[config.mk]
export PLATFORM = sky130hd
export DESIGN_NAME = gba_rom_cache
export DESIGN_NICKNAME = d
export VERILOG_FILES = /design/src/rtl/gba_rom_cache_pkg.sv /design/src/rtl/gba_rom_cache_ram.sv /design/src/rtl/gba_rom_cache.sv
export SDC_FILE = /design/constraint.sdc
export NUM_CORES = 1
export LEC_CHECK = 0
export BUFFER_PORTS_ARGS = -buffer_cell sky130_fd_sc_hd__buf_4
export CELL_PAD_IN_SITES_DETAIL_PLACEMENT = 1
export CELL_PAD_IN_SITES_GLOBAL_PLACEMENT = 2
export CORE_AREA = 2 2 375 377
export CTS_CLUSTER_SIZE = 14
export DETAILED_ROUTE_END_ITERATION = 10
export DIE_AREA = 0 0 377 379
export PLACE_DENSITY = 0.72
export SLEW_MARGIN = 15
export SYNTH_ARGS = -nofsm -noshare
export SYNTH_HDL_FRONTEND = slang
export SYNTH_SLANG_ARGS = --single-unit
[constraint.sdc]
create_clock -name clk -period 6.2 [get_ports clk]
set_input_delay 0.31 -clock clk [delete_from_list [all_inputs] [get_ports clk]]
set_output_delay 0.31 -clock clk [all_outputs]
set_load 0.03 [all_outputs]
[src/rtl/gba_rom_cache_pkg.sv]
// Shared definitions for the GBA ROM line caches: FSM states, line geometry
// and address-split helpers so a second channel cache can reuse them.
package gba_rom_cache_pkg;

   typedef enum logic [1:0] {
      IDLE,
      FILL,
      WAIT_LAST,
      RESP
   } state_t;

   localparam int LINE_WORDS = 4;
   localparam int HALF_BITS  = 16;
   localparam int LINE_BITS  = LINE_WORDS * HALF_BITS;
   localparam int WORD_BITS  = 2;
   localparam int ADDR_MSB   = 26;
   localparam int ADDR_LSB   = 1;

   // Tag covers every address bit above the index field.
   function automatic int tag_bits(input int index_bits);
      return ADDR_MSB - (index_bits + WORD_BITS + ADDR_LSB) + 1;
   endfunction

   function automatic logic [HALF_BITS-1:0] pick_half(input logic [LINE_BITS-1:0] line,
                                                      input logic [WORD_BITS-1:0] word);
      return line[word*HALF_BITS +: HALF_BITS];
   endfunction

endpackage

[src/rtl/gba_rom_cache_ram.sv]
// Direct-mapped line store: resettable valid bits plus tag/data arrays with
// one asynchronous read port and one write port.
import gba_rom_cache_pkg::*;

module gba_rom_cache_ram #(
   parameter int INDEX_BITS = 4,
   parameter int TAG_BITS   = tag_bits(INDEX_BITS)
) (
   input  logic                  clk,
   input  logic                  init,
   input  logic                  clear,
   input  logic [INDEX_BITS-1:0] rd_index,
   output logic                  rd_valid,
   output logic [TAG_BITS-1:0]   rd_tag,
   output logic [LINE_BITS-1:0]  rd_data,
   input  logic                  wr_en,
   input  logic [INDEX_BITS-1:0] wr_index,
   input  logic                  wr_valid,
   input  logic [TAG_BITS-1:0]   wr_tag,
   input  logic [LINE_BITS-1:0]  wr_data
);

   localparam int LINES = 2 ** INDEX_BITS;

   logic [LINES-1:0]     valid;
   logic [TAG_BITS-1:0]  tags  [LINES];
   logic [LINE_BITS-1:0] lines [LINES];

   // A clear wins over a same-cycle write so a flushed fill never lands valid.
   always_ff @(posedge clk) begin
      if (init || clear) begin
         valid <= '0;
      end else if (wr_en) begin
         valid[wr_index] <= wr_valid;
      end
   end

   always_ff @(posedge clk) begin
      if (wr_en) begin
         tags[wr_index]  <= wr_tag;
         lines[wr_index] <= wr_data;
      end
   end

   assign rd_valid = valid[rd_index];
   assign rd_tag   = tags[rd_index];
   assign rd_data  = lines[rd_index];

endmodule

[src/rtl/gba_rom_cache.sv]
// Read-only direct-mapped cache in front of SDRAM channel 1 for GBA ROM
// fetches: single-cycle hits, 64-bit line refills on a miss.
import gba_rom_cache_pkg::*;

module gba_rom_cache #(
   parameter int INDEX_BITS = 4
) (
   input  logic        clk,
   input  logic        init,
   input  logic        flush,
   input  logic [26:1] cpu_addr,
   input  logic        cpu_req,
   output logic [15:0] cpu_dout,
   output logic        cpu_ready,
   output logic [26:1] mem_addr,
   output logic        mem_req,
   input  logic [63:0] mem_dout,
   input  logic        mem_ready
);

   localparam int TAG_BITS = tag_bits(INDEX_BITS);

   state_t                 state;
   logic                   flushed;
   logic [26:1]            req_addr;
   logic [INDEX_BITS-1:0]  cpu_index;
   logic [INDEX_BITS-1:0]  req_index;
   logic [TAG_BITS-1:0]    cpu_tag;
   logic [TAG_BITS-1:0]    req_tag;
   logic                   rd_valid;
   logic [TAG_BITS-1:0]    rd_tag;
   logic [LINE_BITS-1:0]   rd_data;
   logic                   wr_en;
   logic                   wr_valid;
   logic                   hit;

   assign cpu_index = cpu_addr[INDEX_BITS+2:3];
   assign cpu_tag   = cpu_addr[ADDR_MSB:INDEX_BITS+3];
   assign req_index = req_addr[INDEX_BITS+2:3];
   assign req_tag   = req_addr[ADDR_MSB:INDEX_BITS+3];

   // A flush in the request cycle forces a miss even if the line was present.
   assign hit      = rd_valid && (rd_tag == cpu_tag) && !flush;
   assign wr_en    = (state == WAIT_LAST);
   assign wr_valid = !(flushed || flush);

   gba_rom_cache_ram #(
      .INDEX_BITS (INDEX_BITS),
      .TAG_BITS   (TAG_BITS)
   ) u_ram (
      .clk      (clk),
      .init     (init),
      .clear    (flush),
      .rd_index (cpu_index),
      .rd_valid (rd_valid),
      .rd_tag   (rd_tag),
      .rd_data  (rd_data),
      .wr_en    (wr_en),
      .wr_index (req_index),
      .wr_valid (wr_valid),
      .wr_tag   (req_tag),
      .wr_data  (mem_dout)
   );

   // cpu_ready is raised on entry to RESP so a miss costs SDRAM latency + 3;
   // the top halfword of the burst is only stable in WAIT_LAST, so capture there.
   always_ff @(posedge clk) begin
      if (init) begin
         state     <= IDLE;
         flushed   <= 1'b0;
         req_addr  <= '0;
         mem_addr  <= '0;
         mem_req   <= 1'b0;
         cpu_ready <= 1'b0;
         cpu_dout  <= '0;
      end else begin
         mem_req   <= 1'b0;
         cpu_ready <= 1'b0;
         case (state)
            IDLE: begin
               if (cpu_req) begin
                  if (hit) begin
                     cpu_ready <= 1'b1;
                     cpu_dout  <= pick_half(rd_data, cpu_addr[2:1]);
                  end else begin
                     req_addr <= cpu_addr;
                     mem_addr <= {cpu_addr[26:3], 2'b00};
                     mem_req  <= 1'b1;
                     flushed  <= 1'b0;
                     state    <= FILL;
                  end
               end
            end
            FILL: begin
               if (flush) begin
                  flushed <= 1'b1;
               end
               if (mem_ready) begin
                  state <= WAIT_LAST;
               end
            end
            WAIT_LAST: begin
               cpu_ready <= 1'b1;
               cpu_dout  <= pick_half(mem_dout, req_addr[2:1]);
               state     <= RESP;
            end
            RESP: begin
               state <= IDLE;
            end
            default: begin
               state <= IDLE;
            end
         endcase
      end
   end

endmodule

**Word level (Yosys, flattened, before mapping)**

Memory sizes are Yosys's and may differ from the RTL's.
Cells that the tools add are included.

- Bitwise gates (word level): 3
- Equal/unequal tests: 9
- Reductions and logical operators: 15
- Shift operators: 2
- Muxes and demuxes: 22
- Magnitude comparators: 3

Operators with widths:

| operator | count |
|---|---|
| $shiftx A64 B7 Y16 | 2 |
| $mux W16 | 2 |
| $pmux W16 S2 | 1 |
| $eq A20 B20 Y1 | 1 |
| $bwmux W16 | 1 |
| $lt A4 B5 Y1 const B | 2 |
| $mux W1 | 10 |
| $ne A2 B2 Y1 const B | 5 |
| $reduce_and A3 Y1 | 3 |
| $pmux W2 S4 | 1 |
| $mux W2 | 3 |
| $bmux W1 S4 | 1 |
| $demux W1 S4 | 1 |
| $eq A2 B2 Y1 const B | 2 |
| $ge A4 B1 Y1 const B | 1 |
| $pmux W1 S2 | 2 |
| $reduce_and A4 Y1 | 1 |
| $reduce_bool A2 Y1 | 2 |
| $logic_and A1 B1 Y1 | 3 |
| $not A1 Y1 | 3 |
| $reduce_or A3 Y1 | 1 |
| $eq A2 B1 Y1 const B | 1 |
| $logic_not A1 Y1 | 2 |
| $logic_not A2 Y1 | 1 |
| $logic_or A1 B1 Y1 | 2 |

- Memories kept: 2
- Logic and storage cells: 64
- RAM bits: 1344
- Bits in registers: 87

Memory list:

| name | words | width | rd ports | clocked after Yosys merged registers in | wr ports | line | text |
|---|---|---|---|---|---|---|---|
| u_ram.lines | 16 | 64 | 1 | 0 | 1 | gba_rom_cache_ram.sv:27 | `logic [LINE_BITS-1:0] lines [LINES];` |
| u_ram.tags | 16 | 20 | 1 | 0 | 1 | gba_rom_cache_ram.sv:26 | `logic [TAG_BITS-1:0] tags [LINES];` |

**Longest topological paths before layout**

- Depth in word-level cells: 7
- Gate-level depth with buffers: 16
- Mapped depth without buffers: 9

**Hierarchy**

A second synthesis with hierarchy kept.

- Cell total of the unflattened synthesis: 2488
- Area, all modules: 54547.3 µm²

Modules (own cells, without submodules):

| module | times used | seq. area each (µm²) | area an instance (µm²) | cells an instance |
|---|---|---|---|---|
| gba_rom_cache_ram | 1 | 40679.0 | 50988.9 | 2160 |
| gba_rom_cache | 1 | 940.9 | 3558.4 | 328 |

**Least setup slack after synthesis**

OpenSTA, ideal clock, no wires.

- Path type: register -> register
- Start point: register state[0]
- End point: register u_ram.valid[15]
- Library setup time: 0.314 ns
- Path buffers: 2
- Data required time: 5.886 ns
- Stages on the path, launching flop included: 8
- Arrival: 4.951 ns
- Clock period less this slack: 5.266 ns
- Setup slack: 0.934 ns
- Cells stage by stage: dfxtp_1 inv_1 ha_1 clkbuf_1 clkbuf_1 nand3_1 nor2_1 a211oi_1

- Word-level cells in the longest chain between the ends: 1

Ends and longest elaborated chain:

| what | line | text |
|---|---|---|
| start, declared | gba_rom_cache.sv:23 | `state_t state;` |
| start signal, assigned | gba_rom_cache.sv:69 | `state <= IDLE;` |
| start signal, assigned | gba_rom_cache.sv:90 | `state <= FILL;` |
| start signal, assigned | gba_rom_cache.sv:99 | `state <= WAIT_LAST;` |
| $eq A2 B2 Y1 | gba_rom_cache.sv:44 | `assign wr_en = (state == WAIT_LAST);` |
| end signal, assigned by index | gba_rom_cache_ram.sv:34 | `valid[wr_index] <= wr_valid;` |
| end, declared | gba_rom_cache_ram.sv:25 | `logic [LINES-1:0] valid;` |

No other way between the ends.
A chain may end at the register's enable or synchronous reset.

**Final worst setup path**

- Start point: input port cpu_addr[6] (netlist bit)
- End point: register flushed

- Word-level cells in the longest chain between the ends: 6
- Elaborated cells on any way between the ends: 8
- Those cells by class: eq/ne (2); mux (2); reduce/logical (3); memory (1)

Ends and longest elaborated chain:

| what | line | text |
|---|---|---|
| start, declared | gba_rom_cache.sv:11 | `input logic [26:1] cpu_addr,` |
| $mem_v2 Z16 W20 or $bmux W1 S4 (tied branches) | - |  |
| $eq A20 B20 Y1 or $mux W1 (tied branches) | gba_rom_cache.sv:43, gba_rom_cache_ram.sv:45 |  |
| $logic_and A1 B1 Y1 * (2 in a row) | gba_rom_cache.sv:43 | `assign hit = rd_valid && (rd_tag == cpu_tag) && !flush;` |
| $ne A2 B2 Y1 (no source line) * | - |  |
| $reduce_and A4 Y1 (no source line) * | - |  |
| end signal, assigned | gba_rom_cache.sv:70 | `flushed <= 1'b0;` |
| end signal, assigned | gba_rom_cache.sv:89 | `flushed <= 1'b0;` |
| end signal, assigned | gba_rom_cache.sv:96 | `flushed <= 1'b1;` |
| end, declared | gba_rom_cache.sv:24 | `logic flushed;` |

Mark *: on every way between the ends. The rest lies on a longest branch, timed or not. The select of a mux whose other input is x is not followed.

==> impl_metrics.toml <==
[status]
status = "finished clean"

[detailed_routing]
maxUsedRoutingLayer = "met5"
drtIter0Drc = 2540
wl_met3_um = 9570
drt-wirelength-per-cell_um = 30.4
firstDrtPassIters = 5
ant_nets = 0
wl_met1_um = 60500
via_count = 27200
drcViolationCount = 0
wl_met2_um = 71000
avgViaCountPerCell = 5.72
routed_wl_um = 145000

[cells_and_area]
drive_above_1_share = 0.278
nNetsFinal = 2932
synthToLayoutAreaGrowth_pct = 15.0
fillers = 12700

[sta]
skew_ps = 51.5
worstMarginPinSlew_ps = 1110
hold_violations = 0
fmax_mhz = 263
tns_ps = 0
finalMaxSlewViolations = 0
finalCriticalPeriod_ps = 3810
slew_headroom = 0.256
finalCritPeriodShare = 0.614
grt_setup_unrepaired = "false"
setup_viol = 0

[setup_path]
r2r_slack_ps = 2410
worstSetupStartpointType = "input pin"
worstRegToRegCells = 10
r2r-start = "u_ram.tags[4][17]"
critPathCaptureType = "register"
r2r-end = "req_addr[7]"
path_class = "input pin to register"
crit_required_ps = 6920
worstPathArrival_ps = 4520
cp_max_fo = 45

[synthesis]
synthTopCellsByArea = "edfxtp_1 (73%), mux4_2 (15%), dfxtp_1 (2.3%), mux2i_1 (1.5%), nand2_1 (0.81%)"
yosysSeqAreaShare = 0.755
ys.flop_type = "edfxtp_1"
async_flop_share = 0
synth-edff-count = 1344
syn_area_um2 = 55100
ys_types = 63
ys_seq_elements = 1407
ys_warn_count = 0
synth_top_area_cell = "edfxtp_1"
synth_top_area_share = 0.732
postSynthAreaPerCell_um2 = 21.4
synth_cells = 2578

[hold_path]
hold_start = "init"
worstHoldPathCells = 2
hold_class = "input pin to register"
hold_path_end = "req_addr[6]"

[clock_network]
clk_latency_ps = 790
cts_tree = "done"
clkTransAtPathRegs_ps = 60
ctsHtreeMaxLevel = 4
cts_buffers = 146
cts-root-buf = "clkbuf_16"
ctsResizeCount = 0
clkSinkCount = 1407
cts_buffer_depth = 3

[placed_design]
dp_hpwl_um = 81900
finalWeightedCongestion = 0.779
port_buffers = 136

[die]
coreArea_um2 = 139000
dieHeight_um = 379
fp-row-count = 137
die_area_um2 = 143000
pin_count = 139
die_x_um = 377
floorplan.initialDensity = 0.397

[global_route]
overflow = 0
grt_max_degree = 119
grt_pass1_wl_um = 208000
grt_pass1_vias = 28800
grt_antenna_before_repair = 12
grt_usage = 0.204

[pwr]
ir_worst_vdd_v = 0.000243
totalPowerFinal_uw = 20900
powerDensity_nw_per_um2 = 330
leakagePower_uw = 0.0203

[job]
max-cap-violations = 0
-- cells in the mapped netlist, drive strengths merged (4+ instances only) --
library cell / n
xor2: 4
a22oi: 33
clkbuf: 50
o21ai: 9
dfxtp: 63
nor2b: 14
o2111ai: 16
xnor2: 14
nand2b: 5
or3: 5
nor3: 38
nand4: 20
buf: 120
mux4: 381
nand2: 119
a21oi: 40
inv: 26
nor2: 76
mux2: 26
a221oi: 6
mux2i: 85
edfxtp: 1344
nand3: 36
-- where the power goes --
part	total [uW]	internal, uW	switching (uW)
logic	1650	640	1020
registers	10900	10700	196
clock network	8400	4730	3670
-- timing repair --
action | 4_1_cts | 5_1_grt
hold buffers | 88 | 0
setup endpoints to repair | 0 | 0
hold endpoints to repair | 1046 | 0
setup buffers | 0 | 0
-- placed cells by master (no fill, tap or decap), types with 4 or more instances in the layout --
cell type / Yosys / final
mux2_2: 23 / 23
nand2_1: 119 / 119
nor3_1: 38 / 38
mux4_1: 4 / 4
clkinv_2: 0 / 20
xnor2_1: 14 / 14
clkbuf_1: 50 / 37
mux2i_1: 85 / 85
clkbuf_16: 0 / 148
edfxtp_1: 1344 / 1344
inv_6: 0 / 5
o21ai_0: 8 / 8
inv_4: 0 / 12
nor2_4: 1 / 5
bufinv_16: 0 / 7
dfxtp_1: 63 / 63
xor2_1: 4 / 4
o2111ai_1: 16 / 16
inv_1: 26 / 13
clkinv_8: 0 / 4
nand2b_1: 5 / 5
a221oi_1: 4 / 4
a21oi_2: 10 / 10
clkinv_1: 0 / 32
or3_1: 5 / 5
mux4_2: 377 / 377
buf_4: 33 / 182
nand4_1: 20 / 20
nor2_1: 75 / 69
buf_12: 1 / 4
a22oi_1: 33 / 33
dlygate4sd3_1: 0 / 88
nor2b_1: 14 / 14
nand3_1: 36 / 36
a21oi_1: 30 / 30
-- sequential cells by signal (all words and copies together), names as in the netlist --
name	flops
cpu_dout	16
cpu_ready	1
flushed	1
mem_req	1
req_addr	26
state	2
u_ram.lines	1024
u_ram.tags	320
u_ram.valid	16
-- cell families after synthesis --
kind of cell | after synthesis | share of synthesized area
AO/OA/AOI/OAI | 132 | 0.0175
other | 1 | 0.0000680
XOR/XNOR | 18 | 0.00286
buffers and inverters | 196 | 0.0197
flip-flops | 1407 | 0.755
multiplexers | 492 | 0.177
adder cells (fa/ha/maj) | 3 | 0.000681
AND/OR/NAND/NOR | 329 | 0.0277
-- worst max path at each step --
stage                      startpoint               to
detailed placement        cpu_addr[6]      req_addr[7]
CTS                 u_ram.tags[4][17]      req_addr[7]
global route              cpu_addr[6]          flushed
global placement          cpu_addr[6]     req_addr[25]
floorplan                    state[0]  u_ram.valid[15]
finish                    cpu_addr[6]          flushed
-- metrics by stage --
step	area (um^2)	utilization	cells	hold WS (ps)	setup slack [ps]
6_report	63400	0.457	4758	41.7	2390
2_1_floorplan	55100	-	2579	409	934
5_1_grt	63400	0.457	4757	39.5	2220
4_1_cts	63400	0.457	4756	5.91	2460
3_3_place_gp	58000	0.417	4405	463	1690
3_5_place_dp	58000	0.417	4405	479	1700
-- per-layer routing --
| layer | vias up | GRT usage |
|---|---|---|
| met4 | 10 | 0.0601 |
| met1 | 14800 | 0.274 |
| met3 | 224 | 0.0452 |
| met2 | 978 | 0.335 |
| met5 | - | 0 |
| li1 | 11200 | - |
-- cell type report --
class	count	area (um^2)	share of cell area
inverters	26	133	0.00209
flip-flops and latches	1407	41600	0.656
multi-input cells	976	12500	0.197
diodes	2	5.00	0.0000789
repair buffers	277	2370	0.0374
clock inverters	77	701	0.0110
well taps	1807	2260	0.0357
clock buffers	186	3860	0.0608
-- worst max-delay path, cell delays in order --
cell,delay (ps)
buf_4,550
buf_4,580
mux4_2,390
a22oi_1,190
nand3_1,110
xnor2_1,190
nand4_1,160
or4_4,620
nor3_1,370
o21ai_0,130
a221oi_1,280
dlygate4sd3_1,580
No activity file was read; power rests on OpenSTA's default activity.
